$ cat src/rtl/morse_encoder_tx.sv
// Morse transmit encoder: takes one character code per handshake and keys tx_out
// with unit timing paced by the external tick enable.
module morse_encoder_tx #(
  parameter int DOT_UNITS        = 1,
  parameter int DASH_UNITS       = 3,
  parameter int SYM_GAP_UNITS    = 1,
  parameter int LETTER_GAP_UNITS = 3,
  parameter int WORD_GAP_UNITS   = 7,
  parameter int CNT_W            = 4
) (
  input  logic       CLK,
  input  logic       RST_N,
  input  logic       tick,
  input  logic       char_valid,
  input  logic [4:0] char_code,
  output logic       char_ready,
  output logic       tx_out,
  output logic       busy,
  output logic       sym_dash,
  output logic       done,
  output logic       err
);

  typedef enum logic [2:0] {IDLE, ALIGN, MARK, SGAP, LGAP, WGAP} state_t;

  localparam logic [CNT_W-1:0] DOT_LAST  = CNT_W'(DOT_UNITS - 1);
  localparam logic [CNT_W-1:0] DASH_LAST = CNT_W'(DASH_UNITS - 1);
  localparam logic [CNT_W-1:0] SGAP_LAST = CNT_W'(SYM_GAP_UNITS - 1);
  localparam logic [CNT_W-1:0] LGAP_LAST = CNT_W'(LETTER_GAP_UNITS - 1);
  localparam logic [CNT_W-1:0] WGAP_LAST = CNT_W'(WORD_GAP_UNITS - 1);

  // {length, pattern}; pattern is left-aligned, bit 3 is the first symbol, 1 = dash
  function automatic logic [6:0] rom_lookup(input logic [4:0] code);
    case (code)
      5'd0:    return {3'd2, 4'b0100}; // A .-
      5'd1:    return {3'd4, 4'b1000}; // B -...
      5'd2:    return {3'd4, 4'b1010}; // C -.-.
      5'd3:    return {3'd3, 4'b1000}; // D -..
      5'd4:    return {3'd1, 4'b0000}; // E .
      5'd5:    return {3'd4, 4'b0010}; // F ..-.
      5'd6:    return {3'd3, 4'b1100}; // G --.
      5'd7:    return {3'd4, 4'b0000}; // H ....
      5'd8:    return {3'd2, 4'b0000}; // I ..
      5'd9:    return {3'd4, 4'b0111}; // J .---
      5'd10:   return {3'd3, 4'b1010}; // K -.-
      5'd11:   return {3'd4, 4'b0100}; // L .-..
      5'd12:   return {3'd2, 4'b1100}; // M --
      5'd13:   return {3'd2, 4'b1000}; // N -.
      5'd14:   return {3'd3, 4'b1110}; // O ---
      5'd15:   return {3'd4, 4'b0110}; // P .--.
      5'd16:   return {3'd4, 4'b1101}; // Q --.-
      5'd17:   return {3'd3, 4'b0100}; // R .-.
      5'd18:   return {3'd3, 4'b0000}; // S ...
      5'd19:   return {3'd1, 4'b1000}; // T -
      5'd20:   return {3'd3, 4'b0010}; // U ..-
      5'd21:   return {3'd4, 4'b0001}; // V ...-
      5'd22:   return {3'd3, 4'b0110}; // W .--
      5'd23:   return {3'd4, 4'b1001}; // X -..-
      5'd24:   return {3'd4, 4'b1011}; // Y -.--
      5'd25:   return {3'd4, 4'b1100}; // Z --..
      default: return 7'd0;
    endcase
  endfunction

  state_t           state_reg, state_next;
  logic [CNT_W-1:0] cnt_reg, cnt_next;
  logic [3:0]       pat_reg, pat_next;
  logic [2:0]       len_reg, len_next;
  logic [1:0]       idx_reg, idx_next;
  logic             space_reg, space_next;
  logic             tx_reg, tx_next;
  logic             dash_reg, dash_next;
  logic             done_reg, done_next;
  logic             err_reg, err_next;

  logic [6:0]       rom_word;
  logic             cur_dash;
  logic             last_sym;
  logic [CNT_W-1:0] mark_last;

  assign rom_word  = rom_lookup(char_code);
  assign cur_dash  = pat_reg[2'd3 - idx_reg];
  assign last_sym  = ({1'b0, idx_reg} == (len_reg - 3'd1));
  assign mark_last = cur_dash ? DASH_LAST : DOT_LAST;

  always_comb begin
    state_next = state_reg;
    cnt_next   = cnt_reg;
    pat_next   = pat_reg;
    len_next   = len_reg;
    idx_next   = idx_reg;
    space_next = space_reg;
    done_next  = 1'b0;
    err_next   = 1'b0;

    case (state_reg)
      IDLE: begin
        // A tick on the accept edge is deliberately ignored; ALIGN waits for the next one
        if (char_valid) begin
          cnt_next = '0;
          idx_next = 2'd0;
          if (char_code < 5'd26) begin
            pat_next   = rom_word[3:0];
            len_next   = rom_word[6:4];
            space_next = 1'b0;
            state_next = ALIGN;
          end else if (char_code == 5'd26) begin
            space_next = 1'b1;
            state_next = ALIGN;
          end else begin
            err_next = 1'b1;
          end
        end
      end
      ALIGN: begin
        if (tick) begin
          cnt_next   = '0;
          state_next = space_reg ? WGAP : MARK;
        end
      end
      MARK: begin
        if (tick) begin
          if (cnt_reg == mark_last) begin
            cnt_next   = '0;
            state_next = last_sym ? LGAP : SGAP;
          end else begin
            cnt_next = cnt_reg + CNT_W'(1);
          end
        end
      end
      SGAP: begin
        if (tick) begin
          if (cnt_reg == SGAP_LAST) begin
            cnt_next   = '0;
            idx_next   = idx_reg + 2'd1;
            state_next = MARK;
          end else begin
            cnt_next = cnt_reg + CNT_W'(1);
          end
        end
      end
      LGAP: begin
        if (tick) begin
          if (cnt_reg == LGAP_LAST) begin
            cnt_next   = '0;
            done_next  = 1'b1;
            state_next = IDLE;
          end else begin
            cnt_next = cnt_reg + CNT_W'(1);
          end
        end
      end
      WGAP: begin
        if (tick) begin
          if (cnt_reg == WGAP_LAST) begin
            cnt_next   = '0;
            done_next  = 1'b1;
            state_next = IDLE;
          end else begin
            cnt_next = cnt_reg + CNT_W'(1);
          end
        end
      end
      default: state_next = IDLE;
    endcase

    // Keying outputs are registered from the next state so edges line up with state changes
    tx_next   = (state_next == MARK);
    dash_next = (state_next == MARK) && pat_next[2'd3 - idx_next];
  end

  always_ff @(posedge CLK or negedge RST_N) begin
    if (!RST_N) begin
      state_reg <= IDLE;
      cnt_reg   <= '0;
      pat_reg   <= '0;
      len_reg   <= '0;
      idx_reg   <= '0;
      space_reg <= 1'b0;
      tx_reg    <= 1'b0;
      dash_reg  <= 1'b0;
      done_reg  <= 1'b0;
      err_reg   <= 1'b0;
    end else begin
      state_reg <= state_next;
      cnt_reg   <= cnt_next;
      pat_reg   <= pat_next;
      len_reg   <= len_next;
      idx_reg   <= idx_next;
      space_reg <= space_next;
      tx_reg    <= tx_next;
      dash_reg  <= dash_next;
      done_reg  <= done_next;
      err_reg   <= err_next;
    end
  end

  assign char_ready = (state_reg == IDLE);
  assign busy       = (state_reg != IDLE);
  assign tx_out     = tx_reg;
  assign sym_dash   = dash_reg;
  assign done       = done_reg;
  assign err        = err_reg;

endmodule

$ cat config.mk
export PLATFORM = sky130hd
export DESIGN_NAME = morse_encoder_tx
export DESIGN_NICKNAME = d
export VERILOG_FILES = /design/src/rtl/morse_encoder_tx.sv
export SDC_FILE = /design/constraint.sdc
export NUM_CORES = 1
export LEC_CHECK = 0
export CORE_MARGIN = 2
export CORE_UTILIZATION = 25
export DETAILED_ROUTE_END_ITERATION = 16
export GPL_TIMING_DRIVEN = 0
export PLACE_DENSITY = 0.48
export SYNTH_ARGS = -nofsm -noshare
export SYNTH_HDL_FRONTEND = slang
export SYNTH_SLANG_ARGS = --single-unit
$ cat constraint.sdc
create_clock -name CLK -period 2.2 [get_ports CLK]
set_input_delay 0.44 -clock CLK [delete_from_list [all_inputs] [get_ports CLK]]
set_output_delay 0.44 -clock CLK [all_outputs]
set_load 0.05 [all_outputs]
==> impl_metrics.json, run 1 <==
{
  "crit_chain": "clkdlybuf4s50_1, or4b_4, or2_4, buf_6, o31ai_4, mux2i_1, o22ai_1",
  "outcome": "finished, violations left",
  "cts_made_buffers": 3,
  "final_max_slew_viol_count": 0,
  "clk_latency_ns": 0.26,
  "routed-via-count": 1471,
  "cts_root_buf": "clkbuf_8",
  "drc_errors": 0,
  "synth_cell_type_count": 49,
  "cts_tree": "done",
  "gp_congestion": 0.828,
  "cp.arrival_ns": 2.40,
  "failed_checks": "negative setup slack",
  "start_util_pct": 25.9,
  "dpl_worst_slack_ns": -0.614,
  "grtUsageTotal_pct": 11.0,
  "ir_worst_vdd_mv": 0.281,
  "grt_antenna_before_repair": 0,
  "setup.worst_path.end_class": "register",
  "grt_pass1_wl_mm": 6.79,
  "hold_buffers": 0,
  "synth_top_area_share_pct": 29.9,
  "cts_setup_buffers": 0,
  "worst_slack_ns": -0.0295,
  "htree_num_levels": 1,
  "syn-num-nets": 222,
  "cts.sinks": 21,
  "rsz0062_at_grt": "true",
  "fmax_ghz": 0.449,
  "die_area_um2": 7720,
  "yosys_register_bits": 21,
  "grt_max_degree": 22,
  "start_kind": "input pin",
  "io_pins": 15,
  "routed_wl_mm": 4.04,
  "drtPass1Iterations": 4,
  "die_x_um": 87.9,
  "nFillCells": 732,
  "yosysMostFrequentCell": "dfrtp_1",
  "netlist_area_um2": 1760,
  "synth_area_per_cell_um2": 8.80,
  "portBuffers": 13,
  "syn_inst": 200,
  "min_path_type": "register to register",
  "synth_area_leaders": "dfrtp_1 (30%), ha_1 (9.2%), mux4_2 (3.8%)",
  "post-route-min-period_ns": 2.23,
  "yosysTopAreaCell": "dfrtp_1",
  "maxCapViolCount": 0,
  "regArea_um2": 526,
  "ys_seq_area_share_pct": 29.9,
  "core_um2": 6790,
  "drtIter0Drc": 52,
  "syn_to_final_growth_pct": 18.6,
  "ant_nets": 0,
  "yosys_warnings": 0,
  "fin_area_um2": 2090,
  "maxSlewHeadroom_pct": 34.3,
  "gr-total-overflow": 0,
  "powerDensity_nw_per_um2": 1140,
  "die_y_um": 87.9,
  "cellLeakagePower_nw": 0.899,
  "layout-drive-gt1-share_pct": 13.4,
  "timing.final.crit_share_pct": 101,
  "skew_ns": 0.00188,
  "dpl_cell_area_um2": 2010,
  "synth_ff_type": "dfrtp_1",
  "vias_per_cell": 4.71,
  "cts_buffer_depth": 2,
  "grt_pass1_vias": 1400,
  "holdWs_ns": 0.523,
  "hpwl_mm": 3.03,
  "synthTopCellsByCount": "dfrtp_1 (21), inv_1 (16), nand2_1 (15)",
  "worstMarginPinSlew_ns": 0.982,
  "critPathKind": "input pin to register",
  "synth_async_sr_flop_share_pct": 100,
  "fin_nets": 239,
  "cp_max_fo": 10,
  "synth_edf_count": 0,
  "setup_viol": 1,
  "n_antenna_cell": 0,
  "path_clk_slew_ns": 0.08,
  "worst_path_largest_cell_delay_ns": 0.53,
  "cp.required_ns": 2.38,
  "final-hold-violation-count": 0,
  "rows": 30,
  "multi_input_comb_area_um2": 1150,
  "cp_slowest_cell": "or4b_4",
  "wl_per_cell_um": 12.9
}
-- layout by cell type (no fill, tap or decap), types with 3 or more instances in the layout --
master / n
mux4_2: 3
inv_1: 16
nand3_1: 3
xnor2_1: 4
a211oi_1: 3
a21oi_1: 12
nor3_1: 4
nand3b_1: 4
o21ai_0: 11
dfrtp_1: 21
a31oi_1: 4
nor2_1: 14
clkbuf_1: 5
clkbuf_2: 4
nand2_1: 15
clkdlybuf4s50_1: 9
mux2i_1: 4
ha_1: 13
a211o_1: 3
o22ai_1: 4
nor2b_1: 3
clkbuf_8: 3
or2_2: 5
nand2b_1: 6
-- logic make-up after synthesis --
logic type | count (synthesis) | synth area share (%)
AND/OR/NAND/NOR | 67 | 20.8
AO/OA/AOI/OAI | 59 | 23.8
buffers and inverters | 27 | 7.04
flip-flops | 21 | 29.9
adder cells (fa/ha/maj) | 13 | 9.25
multiplexers | 8 | 6.76
XOR/XNOR | 5 | 2.49
-- path summary, 6_finish.rpt --
path | from | end | slack [ns] | cells past startpoint
min | len_reg[1]$_DFFE_PN0P_ | len_reg[1]$_DFFE_PN0P_ | 0.52 | 2
min in group asynchronous | RST_N | tx_out$_DFF_PN0_ | 0.72 | 1
min reg2reg | len_reg[1]$_DFFE_PN0P_ | len_reg[1]$_DFFE_PN0P_ | 0.52 | 2
max in group asynchronous | RST_N | idx_reg[0]$_DFF_PN0_ | 0.89 | 1
max reg2reg | state_reg[1]$_DFF_PN0_ | sym_dash$_DFF_PN0_ | 0.02 | 7
max | char_valid | sym_dash$_DFF_PN0_ | -0.03 | 7
-- where the power goes --
part	internal (mW)	total (mW)	leakage (nW)	switching (mW)
clock	0.126	0.257	0.0255	0.131
sequential	0.528	0.655	0.268	0.127
combinational	0.605	1.46	0.605	0.853
total	1.26	2.37	0.899	1.11
-- metrics by stage --
step                      setup TNS [ns]  utilization [%]  instances  power, mW
after floorplan                        0                -        200       1.73
after global placement             -2.84             29.6        309       2.08
after detailed placement           -2.56             29.6        309       2.07
after CTS                         -0.114             30.4        313       2.33
after global routing              -0.198             30.7        312       2.56
final                            -0.0295             30.7        312       2.37
-- worst max-delay path: cells and delay by family --
family | cells | cell delay [ns]
mux | 1 | 0.10
compound gates | 2 | 0.43
simple gates | 2 | 0.79
buf+inv | 2 | 0.63
-- cell type report --
| type | instances | area share (%) |
|---|---|---|
| multi-input combinational | 152 | 55.4 |
| clock inverter | 1 | 0.240 |
| clock buffer | 3 | 1.98 |
| timing repair buffer | 13 | 5.88 |
| sequential | 21 | 25.2 |
| tap | 96 | 5.76 |
| buffer | 10 | 2.70 |
| inverter | 16 | 2.88 |
-- layer usage --
layer | track usage [%] | part of all wire, % | up-vias
met2 | 18.0 | 46 | 25
met3 | 1.51 | 2.8 | 2
met1 | 15.1 | 50 | 689
met5 | 0 | 0 | -
li1 | - | - | 755
met4 | 2.94 | 0.79 | 0
-- what timing repair did --
item                                   CTS  global route
resized for setup                        7            16
endpoints found under the hold margin    0             0
pin swaps                                1             2
setup endpoints to repair                7             8
Power figures use the tool's default switching activity.
==> run 2: changes to the inputs <==
- clock period: 2.2 -> 2 ns (I/O delays scaled with it)
==> impl_metrics.json, run 2 (synthesized netlist as in run 1, its figures left out) <==
{
  "htree_num_levels": 1,
  "post-route-min-period_ns": 2.03,
  "critPathKind": "register to register",
  "fmax_ghz": 0.492,
  "gr-total-overflow": 0,
  "clk_latency_ns": 0.26,
  "core_um2": 6790,
  "swShare_pct": 46.0,
  "portBuffers": 13,
  "setup.worst_path.end_class": "register",
  "cts_buffer_depth": 2,
  "ant_nets": 0,
  "power_mw": 2.97,
  "dpl_cell_area_um2": 2030,
  "grt_busiest_layer": "met2",
  "outcome": "finished, violations left",
  "cp_max_fo": 3,
  "start_kind": "register",
  "tns_ns": -0.0489,
  "final_common_cell": "dfrtp_1",
  "wl_per_cell_um": 13.3,
  "cellLeakagePower_nw": 0.970,
  "p_clk_share_pct": 9.6,
  "rows": 30,
  "drc_errors": 0,
  "vias_per_cell": 4.90,
  "cp.required_ns": 2.15,
  "cts_tree": "done",
  "dp_cells": 309,
  "layoutNonFillerInstCount": 323,
  "syn_to_final_growth_pct": 28.2,
  "cts_root_buf": "clkbuf_8",
  "die_y_um": 87.9,
  "powerDensity_nw_per_um2": 1320,
  "maxSlewHeadroom_pct": 35.6,
  "timing.final.crit_share_pct": 102,
  "setup_viol": 2,
  "drtPass1Iterations": 4,
  "min_path_type": "register to register",
  "pwr-share-comb_pct": 66.7,
  "cp.arrival_ns": 2.19,
  "final-hold-violation-count": 0,
  "layout_common_cells": "dfrtp_1 (18), inv_1 (15), nand2_1 (15)",
  "start_util_pct": 25.9,
  "path_clk_slew_ns": 0.08,
  "hpwl_mm": 3.09,
  "internal-power_mw": 1.60,
  "worst_slack_ns": -0.0343,
  "grt_antenna_before_repair": 0,
  "p_seq_share_pct": 23.7,
  "ir_worst_vdd_mv": 0.312,
  "use_met1_pct": 15.9,
  "worstMarginPinSlew_ns": 0.962,
  "fin_util_pct": 33.2,
  "layout-drive-gt1-share_pct": 25.6,
  "holdWs_ns": 0.523,
  "skew_ns": 0.00387,
  "io_pins": 15,
  "routed-via-count": 1584,
  "drtIter0Drc": 45,
  "rsz0062_at_grt": "true",
  "grt_max_degree": 22,
  "grtUsageMet3_pct": 1.51,
  "gp_congestion": 0.799,
  "fin_area_um2": 2250,
  "switching_power_mw": 1.36,
  "n_antenna_cell": 0,
  "maxCapViolCount": 0,
  "grtUsageTotal_pct": 12.1,
  "cts.sinks": 21,
  "die_x_um": 87.9,
  "grt_pass1_vias": 1588,
  "grt_pass1_wl_mm": 7.51,
  "cts_made_buffers": 3,
  "routed_wl_mm": 4.30,
  "dpl_worst_slack_ns": -0.788,
  "fin_nets": 250,
  "met2_usage_pct": 20.7,
  "failed_checks": "negative setup slack",
  "hold_buffers": 0,
  "final_max_slew_viol_count": 0,
  "die_area_um2": 7720
}
[run 2: cell types whose count changed in the layout (fill, tap and decap cells not counted), moves of 3 or more]
cell | previous run | this run
buf_4 | 0 | 10
clkbuf_2 | 4 | 1
dfrtp_1 | 21 | 18
dfrtp_2 | 0 | 3
buf_2 | 0 | 3
[run 2: final timing paths]
check	start	to	slack [ns]	depth (start not counted)
worst max-delay path	idx_reg[0]$_DFF_PN0_	cnt_reg[2]$_DFFE_PN0P_	-0.03	6
worst min-delay path	len_reg[1]$_DFFE_PN0P_	len_reg[1]$_DFFE_PN0P_	0.52	2
worst max register to register	idx_reg[0]$_DFF_PN0_	cnt_reg[2]$_DFFE_PN0P_	-0.03	6
worst min register to register	len_reg[1]$_DFFE_PN0P_	len_reg[1]$_DFFE_PN0P_	0.52	2
max in group asynchronous	RST_N	cnt_reg[0]$_DFFE_PN0P_	0.68	1
min in group asynchronous	RST_N	done$_DFF_PN0_	0.66	1
[run 2: critical path: stages (launching register included)]
cell and delay (ns):
dfrtp_2 0.38, mux4_2 0.53, xnor2_2 0.17, o41ai_2 0.28
buf_4 0.20, a21oi_4 0.07, a221o_1 0.30
[run 2: area by class of cell]
class                           count  area (µm²)
Inverter                           16        60.1
Buffer                             10        66.3
Timing Repair Buffer               24         206
Tap cell                           96         120
Multi-Input combinational cell    152        1230
Fill cell                         731        4540
Clock buffer                        4        45.0
Sequential cell                    21         529
[run 2: power groups by stage]
stage	clock (mW)	combinational, mW	sequential [mW]
4_1_cts	0.299	1.86	0.708
6_report	0.285	1.98	0.703
3_3_place_gp	0	1.58	0.730
3_5_place_dp	0	1.58	0.729
5_1_grt	0.317	2.17	0.724
2_1_floorplan	0	1.18	0.740
[run 2: per-layer routing]
layer  wire, µm  vias to the layer above
li1           -                      778
met1       2000                      779
met2       2160                       24
met3        102                        3
met4         27                        0
met5          0                        -
[run 2: repair_timing]
item,4_1_cts,5_1_grt
pin swaps,7,3
buffers inserted,8,3
cloned,0,0
setup endpoints to repair,16,7
hold endpoints to repair,0,0
resized for setup,37,21
==> run 3: changes to the inputs <==
- clock period: 2 -> 1.8 ns (I/O delays scaled with it)
==> impl_metrics.json, run 3 (synthesized netlist as in run 1, its figures left out) <==
{
  "path_clk_slew_ns": 0.08,
  "cp_max_fo": 3,
  "critPathKind": "register to register",
  "nFillCells": 701,
  "startpoint": "state_reg[1]$_DFF_PN0_",
  "post-route-min-period_ns": 2.02,
  "rows": 30,
  "grt_pass1_wl_mm": 7.37,
  "layout_common_cells": "dfrtp_1 (16), inv_1 (13), nand2_1 (13), ha_1 (13), nor2_1 (12)",
  "start_util_pct": 25.9,
  "gr-total-overflow": 0,
  "htree_num_levels": 1,
  "grtUsageTotal_pct": 11.8,
  "grt_antenna_before_repair": 0,
  "routed-via-count": 1606,
  "fmax_ghz": 0.494,
  "cts_root_buf": "clkbuf_8",
  "setup.worst_path.end_class": "register",
  "r2r-start": "state_reg[1]$_DFF_PN0_",
  "die_x_um": 87.9,
  "portBuffers": 13,
  "skew_ns": 0.00159,
  "cts_tree": "done",
  "hpwl_mm": 3.04,
  "worst_slack_ns": -0.223,
  "io_pins": 15,
  "cellLeakagePower_nw": 1.01,
  "worstMarginPinSlew_ns": 0.988,
  "routed_wl_mm": 4.32,
  "grt_pass1_vias": 1563,
  "drtPass1Iterations": 4,
  "ant_nets": 0,
  "ir_worst_vdd_mv": 0.422,
  "powerDensity_nw_per_um2": 1520,
  "cts_made_buffers": 3,
  "failed_checks": "negative setup slack",
  "die_y_um": 87.9,
  "outcome": "finished, violations left",
  "clk_latency_ns": 0.26,
  "drtIter0Drc": 60,
  "min_path_type": "register to register",
  "core_um2": 6790,
  "cp.arrival_ns": 2.16,
  "maxCapViolCount": 0,
  "die_area_um2": 7720,
  "final_common_cell": "dfrtp_1",
  "rsz0062_at_grt": "true",
  "cp.required_ns": 1.93,
  "n_antenna_cell": 0,
  "reg2reg_slack_ns": -0.22,
  "cts_buffer_depth": 2,
  "wl_per_cell_um": 13.2,
  "fin_nets": 253,
  "final_max_slew_viol_count": 0,
  "drc_errors": 0,
  "cts.sinks": 21,
  "crit_end": "sym_dash$_DFF_PN0_",
  "reg2regPathDepth": 6,
  "maxSlewHeadroom_pct": 33.9,
  "grt_max_degree": 22,
  "dpl_worst_slack_ns": -0.924,
  "setup_viol": 11,
  "dpl_cell_area_um2": 2040,
  "final-hold-violation-count": 0,
  "gp_congestion": 0.826,
  "fin_area_um2": 2410,
  "rr_endpoint": "sym_dash$_DFF_PN0_",
  "timing.final.crit_share_pct": 112,
  "vias_per_cell": 4.93,
  "start_kind": "register",
  "syn_to_final_growth_pct": 37.0,
  "layout-drive-gt1-share_pct": 32.2
}
run 3: through the flow:
step	TNS (ns)	power (mW)	std cells	hold WS, ns	utilization, %
finish	-1.54	3.66	326	0.523	35.5
global route	-2.22	3.94	326	0.539	35.5
CTS	-2.03	3.34	322	0.528	33.2
detailed placement	-8.53	2.62	309	0.509	30.1
global placement	-8.78	2.62	309	0.504	30.1
floorplan	-0.611	2.19	200	0.0644	-
run 3: what timing repair did:
| action | 4_1_cts | 5_1_grt |
|---|---|---|
| hold buffers | 0 | 0 |
| setup endpoints to repair | 19 | 18 |
| buffers inserted | 10 | 5 |
| resized for setup | 41 | 37 |
| pin swaps | 7 | 11 |
run 3: metal layers:
| layer | vias to the layer above | global-route usage [%] | routed length (µm) |
|---|---|---|---|
| li1 | 789 | - | - |
| met1 | 775 | 15.6 | 2010 |
| met2 | 32 | 19.8 | 2090 |
| met3 | 10 | 1.23 | 130 |
| met4 | 0 | 4.62 | 97 |
| met5 | - | 0 | 0 |
run 3: worst min-delay path by stage:
stage	startpoint	end	slack, ns	cells past startpoint
after floorplan	RST_N	cnt_reg[0]$_DFFE_PN0P_	0.06	0
after CTS	len_reg[1]$_DFFE_PN0P_	len_reg[1]$_DFFE_PN0P_	0.53	2
after global routing	cnt_reg[0]$_DFFE_PN0P_	cnt_reg[0]$_DFFE_PN0P_	0.54	1
after global placement	len_reg[1]$_DFFE_PN0P_	len_reg[1]$_DFFE_PN0P_	0.50	2
final	len_reg[1]$_DFFE_PN0P_	len_reg[1]$_DFFE_PN0P_	0.52	2
after detailed placement	len_reg[1]$_DFFE_PN0P_	len_reg[1]$_DFFE_PN0P_	0.51	2
run 3: layout make-up:
type,count,area (µm²),area share (%)
Buffer,9,60.1,2.49
Clock buffer,4,45.0,1.87
Inverter,16,66.3,2.75
Multi-Input combinational cell,152,1320,54.6
Sequential cell,21,532,22.1
Tap cell,96,120,4.98
Timing Repair Buffer,28,272,11.3
run 3: critical path, stage by stage (launching register included):
cell     delay (ns)
dfrtp_1        0.41
buf_6          0.13
or4b_4         0.54
or2_4          0.26
o31a_1         0.26
mux2i_1        0.19
o22ai_2        0.10
run 3: where the power goes:
part	internal, mW	total (mW)	switching, mW
registers	0.652	0.782	0.131
logic	1.19	2.57	1.37
clock network	0.158	0.312	0.154
total	2.00	3.66	1.66
